**src/rtl/save_pkg.sv**
```systemverilog
// save_pkg: shared types and constants for the to_save controller.
// Imported by the arbiter and the scheduler top.
package save_pkg;

    localparam int CODE_W = 8;
    localparam logic [1:0] ID_BCAST = 2'd3;

    typedef enum logic [1:0] {
        IDLE    = 2'd0,
        SETUP   = 2'd1,
        STROBE  = 2'd2,
        RELEASE = 2'd3
    } state_t;

    // Round-robin step: (p + k) mod 3 for p in 0..2, k in 0..2.
    function automatic logic [1:0] rr_add(input logic [1:0] p, input int k);
        logic [2:0] s;
        s = {1'b0, p} + 3'(k);
        return (s >= 3'd3) ? 2'(s - 3'd3) : s[1:0];
    endfunction

endpackage

```
**src/rtl/save_rr_arb.sv**
```systemverilog
// save_rr_arb: 3-way round-robin arbiter, purely combinational.
// Scans req upward from ptr, wrapping 2->0.
module save_rr_arb
    import save_pkg::*;
(
    input  logic [2:0] req,
    input  logic [1:0] ptr,
    output logic [2:0] gnt,
    output logic [1:0] idx,
    output logic       any
);

    logic [1:0] cand;

    // Walk candidates from farthest to nearest so the nearest wins.
    always_comb begin
        gnt  = 3'b000;
        idx  = 2'd0;
        cand = 2'd0;
        for (int k = 2; k >= 0; k--) begin
            cand = rr_add(ptr, k);
            if (cand != 2'd3 && req[cand]) begin
                gnt = 3'b001 << cand;
                idx = cand;
            end
        end
        any = |req;
    end

endmodule

```
**src/rtl/save_sched.sv**
```systemverilog
// save_sched: arbitrates requesters onto the to_save datapath,
// sequences inp/ESC strobes and returns YP/YC to the winner.
module save_sched
    import save_pkg::*;
#(
    parameter int HOLD_CYCLES  = 4,
    parameter int SETUP_CYCLES = 1
) (
    input  logic              clk,
    input  logic              rst_n,
    input  logic [2:0]        req,
    input  logic [CODE_W-1:0] code0,
    input  logic [CODE_W-1:0] code1,
    input  logic [CODE_W-1:0] code2,
    input  logic              bcast_req,
    input  logic [CODE_W-1:0] bcast_code,
    output logic [2:0]        ack,
    output logic              bcast_ack,
    output logic              res_valid,
    output logic [1:0]        res_id,
    output logic              res_yp,
    output logic              res_yc,
    output logic              busy,
    output logic [CODE_W-1:0] inp,
    output logic              ESC1,
    output logic              ESC2,
    output logic              ESC3,
    input  logic              YP,
    input  logic              YC
);

    localparam logic [3:0] SETUP_LAST = 4'(SETUP_CYCLES - 1);
    localparam logic [3:0] HOLD_LAST  = 4'(HOLD_CYCLES - 1);

    state_t      state;
    logic [3:0]  cnt;
    logic [1:0]  id;
    logic [1:0]  rr_ptr;
    logic [2:0]  esc;
    logic [2:0]  arb_gnt;
    logic [1:0]  arb_idx;
    logic        arb_any;
    logic [2:0]  esc_mask;
    logic [CODE_W-1:0] sel_code;

    save_rr_arb u_arb (
        .req (req),
        .ptr (rr_ptr),
        .gnt (arb_gnt),
        .idx (arb_idx),
        .any (arb_any)
    );

    assign ESC1 = esc[0];
    assign ESC2 = esc[1];
    assign ESC3 = esc[2];

    // Strobe group for the current owner and code of the arbiter winner.
    always_comb begin
        esc_mask = (id == ID_BCAST) ? 3'b111 : (3'b001 << id);
        sel_code = code0;
        unique case (1'b1)
            arb_gnt[1]: sel_code = code1;
            arb_gnt[2]: sel_code = code2;
            default:    sel_code = code0;
        endcase
    end

    // Transaction FSM; every output is a register updated here.
    always_ff @(posedge clk or negedge rst_n) begin
        if (!rst_n) begin
            state     <= IDLE;
            cnt       <= 4'd0;
            id        <= 2'd0;
            rr_ptr    <= 2'd0;
            esc       <= 3'b000;
            inp       <= '0;
            ack       <= 3'b000;
            bcast_ack <= 1'b0;
            res_valid <= 1'b0;
            res_id    <= 2'd0;
            res_yp    <= 1'b0;
            res_yc    <= 1'b0;
            busy      <= 1'b0;
        end else begin
            ack       <= 3'b000;
            bcast_ack <= 1'b0;
            res_valid <= 1'b0;
            unique case (state)
                IDLE: begin
                    // No grant in the ack cycle: the winner is still
                    // dropping its request.
                    if (!res_valid) begin
                        if (bcast_req) begin
                            id    <= ID_BCAST;
                            inp   <= bcast_code;
                            cnt   <= 4'd0;
                            busy  <= 1'b1;
                            state <= SETUP;
                        end else if (arb_any) begin
                            id    <= arb_idx;
                            inp   <= sel_code;
                            cnt   <= 4'd0;
                            busy  <= 1'b1;
                            state <= SETUP;
                        end
                    end
                end
                SETUP: begin
                    if (cnt == SETUP_LAST) begin
                        cnt   <= 4'd0;
                        esc   <= esc_mask;
                        state <= STROBE;
                    end else begin
                        cnt <= cnt + 4'd1;
                    end
                end
                STROBE: begin
                    if (cnt == HOLD_LAST) begin
                        cnt    <= 4'd0;
                        esc    <= 3'b000;
                        res_yp <= YP;
                        res_yc <= YC;
                        state  <= RELEASE;
                    end else begin
                        cnt <= cnt + 4'd1;
                    end
                end
                RELEASE: begin
                    state     <= IDLE;
                    busy      <= 1'b0;
                    res_valid <= 1'b1;
                    res_id    <= id;
                    if (id == ID_BCAST) begin
                        bcast_ack <= 1'b1;
                    end else begin
                        ack    <= 3'b001 << id;
                        rr_ptr <= (id == 2'd2) ? 2'd0 : id + 2'd1;
                    end
                end
                default: state <= IDLE;
            endcase
        end
    end

endmodule
```
**config.mk**
```make
export PLATFORM = sky130hd
export DESIGN_NAME = save_sched
export DESIGN_NICKNAME = d
export VERILOG_FILES = /design/src/rtl/save_pkg.sv /design/src/rtl/save_rr_arb.sv /design/src/rtl/save_sched.sv
export SDC_FILE = /design/constraint.sdc
export NUM_CORES = 1
export LEC_CHECK = 0
export CORE_ASPECT_RATIO = 1.5
export CORE_MARGIN = 2
export CORE_UTILIZATION = 42
export DETAILED_ROUTE_END_ITERATION = 10
export GPL_TIMING_DRIVEN = 0
export PLACE_DENSITY_LB_ADDON = 0.12
export SYNTH_ARGS = -nofsm -noshare
export SYNTH_HDL_FRONTEND = slang
export SYNTH_SLANG_ARGS = --single-unit
```
**constraint.sdc**
```tcl
create_clock -name clk -period 1.7 [get_ports clk]
set_input_delay 0.34 -clock clk [delete_from_list [all_inputs] [get_ports clk]]
set_output_delay 0.34 -clock clk [all_outputs]
set_load 0.01 [all_outputs]
```
Word level (Yosys, flattened, before mapping)

Index checks and enable logic that the tools add are counted.

Add/sub/neg operators: 7
$lt $le $gt $ge: 6
Equal/unequal tests: 13
Shifts and indexed selects: 4
Muxes and demuxes: 46
Bitwise gates (word level): 2
Reduce and logical (&&, ||, !) cells: 17

Operators by type and width:

| cell                                                               | number |
|---|---|
| 2-to-1 mux 2 bit                                                   | 14 |
| 2-to-1 mux 3 bit                                                   | 8 |
| 2-to-1 mux 4 bit                                                   | 5 |
| 2-to-1 mux 8 bit                                                   | 2 |
| one-hot mux 8 bit (2 select lines)                                 | 1 |
| inequality test 2 bit (second input constant)                      | 6 |
| one-hot mux 4 bit (3 select lines)                                 | 1 |
| AND reduction 3 bit                                                | 4 |
| << shifter 1 x 2 -> 3 bit (first input constant)                   | 4 |
| < comparator 2 x 3 -> 1 bit (second input constant)                | 3 |
| 2-to-1 mux 1 bit                                                   | 9 |
| == test 2 bit (second input constant)                              | 4 |
| one-hot mux 2 bit (4 select lines)                                 | 1 |
| binary-select mux 1 bit (select 2 bit)                             | 3 |
| greater-or-equal comparator 3 x 2 -> 1 bit (second input constant) | 2 |
| one-hot mux 3 bit (2 select lines)                                 | 1 |
| nonzero test 2 bit                                                 | 3 |
| subtractor 2 bit (second input constant)                           | 3 |
| adder 4 x 1 -> 4 bit (second input constant)                       | 1 |
| == test 4 x 2 -> 1 bit (second input constant)                     | 1 |
| zero test 4 bit                                                    | 1 |
| AND reduction 2 bit                                                | 2 |
| AND reduction 4 bit                                                | 1 |
| adder 2 x 1 -> 3 bit (second input constant)                       | 1 |
| other kinds (11)                                                   | 14 |

Flip-flop bits (word level): 31
Output and inout bits: 21
Logic and storage cells: 108

Logic depth before layout (Yosys ltp)

Depth after elaboration: 12
Gate-level depth with buffers: 8

By module

From an unflattened synthesis, not the netlist that was laid out.

Cell total of the unflattened synthesis: 195
Area total of the unflattened synthesis: 1,934.4 µm²

By module, submodules not included:

| module      | times used | cells each | area an instance (µm²) |
|---|---|---|---|
| save_sched  | 1          | 151        | 1,617.8 |
| save_rr_arb | 1          | 44         | 316.6 |

Worst setup path before layout

Ideal clock, no wire load.

Path kind: flip-flop to flip-flop
From: register rr_ptr[0]
To: register inp[0]
Library setup time: 0.131 ns
Data arrival time: 1.749 ns
Data required time: 1.569 ns
Slack: -0.180 ns
Stages on the path, launching flop included: 9
Buffers on the path: 1
Path through: dfrtp_1 -> inv_1 -> ha_1 -> nor2b_1 -> o221a_1 -> or2_1 -> buf_6 -> a21boi_2 -> a31oi_1

Cells in the longest elaborated chain, start to end: 12

RTL lines:

| what                                                                                  | RTL line          | RTL |
|---|---|---|
| from (decl)                                                                           | save_sched.sv:38  | `logic [1:0] rr_ptr;` |
| from (signal assigned)                                                                | save_sched.sv:138 | `rr_ptr <= (id == 2'd2) ? 2'd0 : id + 2'd1;` |
| adder 2 x 2 -> 3 bit                                                                  | save_pkg.sv:18    | `s = {1'b0, p} + 3'(k);` |
| greater-or-equal comparator 3 x 2 -> 1 bit / subtractor 2 bit (equally long branches) | save_pkg.sv:19    | `return (s >= 3'd3) ? 2'(s - 3'd3) : s[1:0];` |
| 2-to-1 mux 2 bit                                                                      | save_pkg.sv:19    |  |
| binary-select mux 1 bit (select 2 bit)                                                | save_rr_arb.sv:22 | `if (cand != 2'd3 && req[cand]) begin` |
| 2-to-1 mux 1 bit (implied by the code)                                                | save_rr_arb.sv:22 |  |
| logical AND 1 bit                                                                     | save_rr_arb.sv:22 |  |
| 2-to-1 mux 3 bit (2 in a row)                                                         | save_rr_arb.sv:22 |  |
| 2-to-1 mux 3 bit (*)                                                                  | save_rr_arb.sv:22 |  |
| one-hot mux 8 bit (2 select lines) (*)                                                | save_sched.sv:62  | `unique case (1'b1)` |
| 2-to-1 mux 8 bit (*)                                                                  | save_sched.sv:100 | `end else if (arb_any) begin` |
| 2-to-1 mux 8 bit (*)                                                                  | save_sched.sv:94  | `if (bcast_req) begin` |
| to (signal assigned)                                                                  | save_sched.sv:96  | `inp <= bcast_code;` |
| to (signal assigned)                                                                  | save_sched.sv:102 | `inp <= sel_code;` |
| to (decl)                                                                             | save_sched.sv:24  | `output logic [CODE_W-1:0] inp,` |

Mark *: on every way between the ends. The rest lies on a longest branch, timed or not. The select of a mux whose other input is x is not followed.
A chain may end at the register's enable or synchronous reset.

Final worst setup path

From: register rr_ptr[0]
To: register inp[2]

Same word-level chain as after synthesis.

==> qor.csv <==
stage,metric,value,unit
outcome,status,"finished, violations left",
outcome,violations,setup timing,
clock_network,worstSkewPairLatency,0.28,ns
yosys,async_reset_ff_frac,1.00,
clock_network,htreeDepth,2,
sta,setup_viol,10,
final_layout,stdcell_area,3080,um^2
yosys,synth_top_area_frac,0.388,
routing,first_pass_iters,4,
yosys,ys_top_cells_by_area,"dfrtp_1, ha_1, a21boi_2, o21ai_0, nand3b_1",
yosys,yosysWarnings,0,
floorplanning,dieArea,5350,um^2
clock_network,cts_tree,built,
worst_setup_path,arrival,2.05,ns
pwr,p_comb_frac,0.648,
sta,holdWs,0.0984,ns
placement,placed_cell_area,2680,um^2
yosys,synthFlopType,dfrtp_1,
hold_path,min_path_type,input pin to asynchronous set/reset pin,
routing,route.vias.total,1785,
sta,timing.final.crit_share,1.09,
pwr,p_leak,1.27,nW
floorplanning,core_area,4540,um^2
pwr,swShare,0.406,
clock_network,cts_hold_buf,0,
clock_network,numClockSinks,31,
yosys,synth-edff-count,0,
sta,min_period,1.85,ns
yosys,synth_top_area_cell,dfrtp_1,
worst_setup_path,worst_ep_required_time,1.90,ns
grt,antenna_found_initial,0,
pwr,switchingPower,2.06,mW
grt,grt_start_max_net_pins,32,
placement,numPortBuffers,58,
final_layout,diodes,0,
floorplanning,die_h,88.6,um
pwr,power_density,1650,nW/um^2
floorplanning,ios,61,
sta,hold_viol,0,
final_layout,area_delta_synth_final,53.9,%
sta,skew,0.00185,ns
sta,max_slew.worst_pin.slew,0.679,ns
sta,rsz0062_at_grt,yes,
placement,hpwl,3.53,mm
yosys,syn_inst,199,
clock_network,clockBufferDepth,2,
job,drv_cap,0,
final_layout,final_common_cell,clkdlybuf4s50_1,
worst_setup_path,worstPathMaxFanout,8,
sta,drv_slew,0,
final_layout,layout-drive-gt1-share,0.305,
worst_setup_path,r2r_setup_slack,-0.15,ns
routing,post_drt_wl_per_cell,14.3,um
pwr,ir_drop,0.788,mV
worst_setup_path,crit_path_end_kind,flop,
sta,finalWorstSetupSlack,-0.153,ns
pwr,p_total,5.08,mW
grt,grt_use_total,0.197,
pwr,pwr-share-clk,0.107,
floorplanning,start_util,0.441,
final_layout,nNetsFinal,336,
routing,vias_per_cell,5.16,
yosys,yosysSeqAreaShare,0.388,
sta,fmax,540,MHz
clock_network,cts_buffers,5,
yosys,syn-mean-instance-area,10.1,um^2
final_layout,most-common-layout-cells,"clkdlybuf4s50_1, dfrtp_1, buf_4, o21ai_0",
clock_network,cts_root_buffer,clkbuf_8,
placement,gp_congestion,0.855,
yosys,synth_seq_cells,31,
worst_setup_path,cp-start-kind,flop,
worst_setup_path,critPathKind,flop to flop,
sta,setup_tns,-1.23,ns
routing,antenna_left,0,
floorplanning,fp.dieW,60.4,um
placement,place_ws,-0.487,ns
routing,route.detailed.drc,0,
routing,wl,4.94,mm
grt,grt_pass1_vias,1771,
grt,grt_pass1_wl,7.95,mm
yosys,syn_area,2000,um^2
pwr,internal-power,3.02,mW
sta,slew_headroom,0.547,
yosys,synth_fp_nets,254,
pwr,p_seq_frac,0.245,
routing,drtIter0Drc,30,
clock_network,clk_transition_reported_paths,0.06,ns
floorplanning,row_count,30,
yosys,synth.distinct_cells,43,
grt,grt_overflow,0,
layer usage:
layer  track usage  vias up  routed length [um]
met4        0.0828        0                  90
li1              -      888                   -
met1         0.213      839                1910
met5             0        -                   0
met3        0.0409        8                 235
met2         0.360       50                2700
power groups by stage:
stage | clock, mW | combinational [mW] | sequential, mW
after global placement | 0 | 2.56 | 1.23
after global routing | 0.588 | 3.61 | 1.29
final | 0.543 | 3.29 | 1.24
after detailed placement | 0 | 2.59 | 1.25
after floorplan | 0 | 1.62 | 1.31
after CTS | 0.562 | 2.87 | 1.24
layout make-up:
cell class                      instances  area (um^2)
Fill cell                             360         1460
Multi-Input combinational cell        150         1310
Sequential cell                        31          778
Timing Repair Buffer                   76          732
Tap cell                               64         80.1
Clock buffer                            5         68.8
Buffer                                  5         48.8
Inverter                               12         45.0
Clock inverter                          3         15.0
synth_stat cells, drive strengths merged (5+ instances only):
cell / count
dfrtp: 31
o21ai: 16
ha: 15
inv: 12
nor2: 12
nand2: 11
a21boi: 10
nand3: 9
nand3b: 9
a31oi: 8
o211ai: 8
mux2: 6
buf: 5
nand2b: 5
nor2b: 5
state kept, by name, indices dropped and copies added, names as in the netlist, 2 cells and up:
signal	count
inp	8
res_id	2
ack	3
cnt	4
state	2
rr_ptr	2
esc	3
id	2
critical path: stages (launching register included):
cell and delay, ns:
dfrtp_2 0.44, inv_2 0.09, ha_4 0.22, buf_4 0.14
a21boi_1 0.18, o221a_1 0.22, or2_1 0.11, buf_6 0.15
a21boi_2 0.06, a31oi_1 0.17
final timing paths:
path,startpoint,cells after the start,to
hold reg to reg,esc[2],2,esc[2]
min in group clk,bcast_req,4,inp[7]
max in group asynchronous,rst_n,1,rr_ptr[1]
setup / recovery,rr_ptr[0],9,inp[2]
setup reg to reg,rr_ptr[0],9,inp[2]
hold / removal,rst_n,1,ack[1]
stage by stage:
stage | std cells | utilization
global route | 346 | 0.679
detailed placement | 321 | 0.591
finish | 346 | 0.679
CTS | 338 | 0.643
floorplan | 199 | -
global placement | 321 | 0.592
kinds of logic (layout without fill, tap and decap cells):
kind of cell	count (synthesis)	in the layout	synth area share
buf+inv	19	101	0.0537
flops	31	31	0.387
mux	10	10	0.0537
fa+ha+maj	15	15	0.0938
simple gates	63	64	0.184
compound gates	61	61	0.227
timing repair:
item | 4_1_cts | 5_1_grt
gates resized for setup | 21 | 24
pin swaps | 9 | 15
gates cloned | 0 | 1
setup endpoints to repair | 17 | 22
buffers inserted | 11 | 7
No activity file was read; power rests on OpenSTA's default activity.
==> RTL change, RTL diff (same settings) <==
Make the reset (`rst_n`) synchronous in one clocked block.
--- a/src/rtl/save_sched.sv
+++ b/src/rtl/save_sched.sv
@@ -69,3 +69,3 @@
     // Transaction FSM; every output is a register updated here.
-    always_ff @(posedge clk or negedge rst_n) begin
+    always_ff @(posedge clk) begin
         if (!rst_n) begin
Check against the original RTL: differs if rst_n is asserted again (counterexample within 4 cycles, from zero or initial values and one cycle with rst_n low); with rst_n held inactive, the same outputs for 10 cycles.
==> RTL change against the original RTL <==
  * The flow still finishes with violations (negative setup slack)
  * Synthesized area is 8.6% lower
  * Highest routed layer unchanged
  * Sequential share of layout area is 3.0 points lower
  * Synthesized cell count is 1.5% higher
  * Via count is 3.0% lower
  * Critical path depth is 1 lower
  * Cell area is 8.0% lower
  * Worst setup slack worse by 0.26 ns
  * Fmax is 12% lower
  * Wire length is 1.7% lower
  * Sequential cell count stayed put
Power is not compared: it rests on default switching activity, and its combinational part moved more than twofold at a synthesized area within 25%.
==> RTL change: results (changes against the original RTL) <==
* Final Non-Filler Cells at 321 (-7.2%)
* Setup WS post-layout at -0.412 ns (-0.259 ns)
* Hold_ws at 0.492 ns (+0.393 ns)
* Crit path from: rr_ptr[0]$_SDFFE_PN0P_
* Synth Area in Adders at 9.57% (+0.19 points)
* Number of port buffers at 59 (+1.7%)
* Crit path capture: inp[5]$_SDFFE_PN0P_
* Register-to-Register Path Depth at 8 (-1)
* Final #Nets at 328 (-2.4%)
* Largest registers in the final layout: inp (8), cnt (4)
* Synth async-reset ratio at 0% (-100 points)
* Largest net degree at the start of global routing at 11 (-66%)
* Placed cell count at 307 (-4.4%)
* Leakage at 0.00105 uW
* Vias in the first global route at 1,744 (-1.5%)
* Max VDD drop at 1.40 mV
* First DRT Iteration DRCs at 41 (+37%)
* Reg2reg start: rr_ptr[0]$_SDFFE_PN0P_
* Share of layout cells above drive strength 1 at 20.4% (-10 points)
* Routability cong. at 0.796 (-6.9%)
* Violated checks: negative setup slack
* Worst Clk Skew at 0.0108 ns (+0.00898 ns)
* Clk Latency, worst-skew pair at 0.29 ns
* Mux cell area share after synthesis at 6.02% (+0.64 points)
* Final setup fails at 13 (+3)
* Outcome: complete, but fails checks
* CP Max Fanout at 8 (unchanged)
* Diodes inserted at 0 (unchanged)
* Sequential-to-total area share from yosys stat at 33.9% (-4.8 points)
* Post-synth top cells: dfxtp_1 (31), nor2b_1 (16), nand2_1 (15), ha_1 (14), nor2_1 (14)
* H-tree Lvls at 2 (unchanged)
* Ranking of synthesized cells by area: dfxtp_1 (34%), ha_1 (9.6%), a221oi_2 (6.6%)
* CP arrival at 2.26 ns (+0.21 ns)
* Dpl hpwl at 3.46 mm (-1.9%)
* Ys flop type: dfxtp_1
* XOR/XNOR Fraction of Synth Area at 0% (unchanged)
* Global-route wire length before repair at 7.78 mm (-2.1%)
* Compound-Gate Fraction of Synth Area at 22.1% (-0.61 points)
* Count of different cell masters after synthesis at 37 (-14%)
* Worst R2R End: inp[5]$_SDFFE_PN0P_
* Hold crit path type: input pin to flop
* Setup TNS at -3.02 ns (-1.78 ns)
* DR vias/cell at 5.39 (+4.5%)
* Syn_area_per_cell at 9.06 um2 (-9.9%)
* Placement Cell Area at 2520 um2 (-5.9%)
* Initial antenna violation count at 0 (unchanged)
* Relative slew slack at 65.7% (+11 points)
* Drt wl/cell at 15.1 um (+5.9%)
* Num CTS Buffers at 5 (unchanged)
* Syn_nets at 256 (+0.79%)
* Gr usage total at 20.0% (+0.34 points)
* Pre-antenna DRT Iters at 4 (unchanged)
==> RTL change: cell count changes after synthesis, sizes merged, moves of 10 or more <==
cell    unedited run  this run
o21ai             16         6
nor2b              5        16
o221ai             0        10
dfrtp             31         0
dfxtp              0        31
==> RTL change: stage by stage <==
| step | total power [uW] | util (%) | worst slack [ns] |
|---|---|---|---|
| 2_1_floorplan | 1870 | - | -0.239 |
| 3_3_place_gp | 2370 | 60.0 | -0.786 |
| 3_5_place_dp | 2380 | 60.0 | -0.794 |
| 4_1_cts | 3270 | 66.3 | -0.393 |
| 5_1_grt | 3530 | 67.3 | -0.467 |
| 6_report | 3320 | 67.3 | -0.412 |
==> RTL change: critical path: stages, from the launching register on <==
cell and delay (ns):
dfxtp_4 0.36, inv_4 0.08, ha_4 0.16, mux2i_4 0.25, a2111oi_4 0.07, a221o_1 0.39
and2_4 0.21, a221oi_2 0.31, o221ai_1 0.15
==> RTL change: where the power goes <==
group / switching, uW / internal, uW
logic: 804 / 774
registers: 115 / 884
clock network: 274 / 474
total: 1190 / 2130
==> RTL change: logic make-up (layout without fill, tap and decap cells) <==
group,after synthesis,after routing
and+or+nand+nor,80,80
muxes,11,11
buffers and inverters,22,95
adders and majority gates,14,14
AOI/OAI and AO/OA,44,44
DFF,31,31
==> RTL change: final cells by class <==
cell class	instances	area, um2
timing repair buffer	66	639
tap	46	57.6
fill	366	1380
clock buffer	6	82.6
inverter	13	51.3
multi-input combinational	149	1300
clock inverter	2	35.0
sequential	31	629
buffer	8	38.8
==> RTL change: how the worst min path moves through the flow <==
stage | startpoint | endpoint | cells after the start
final | rst_n | id[0]$_SDFFE_PN0P_ | 2
after global routing | rst_n | id[0]$_SDFFE_PN0P_ | 2
after CTS | rst_n | id[0]$_SDFFE_PN0P_ | 2
after detailed placement | cnt[3]$_SDFFE_PN0P_ | cnt[3]$_SDFFE_PN0P_ | 2
after global placement | cnt[3]$_SDFFE_PN0P_ | cnt[3]$_SDFFE_PN0P_ | 2
after floorplan | cnt[3]$_SDFFE_PN0P_ | cnt[3]$_SDFFE_PN0P_ | 2
==> RTL change: repair_timing <==
| item | CTS | global route |
|---|---|---|
| endpoints found under the setup margin | 19 | 16 |
| pin swaps | 12 | 11 |
| setup buffers | 7 | 0 |
| gates cloned | 0 | 0 |
| hold buffers | 0 | 0 |
| gates resized for setup | 27 | 12 |
==> RTL change: routing by layer <==
metal	up-vias	global-route usage, %	routed length (um)
li1	881	-	-
met1	803	22.1	1920
met2	39	36.0	2590
met3	8	3.81	241
met4	0	9.30	104
met5	-	0	0
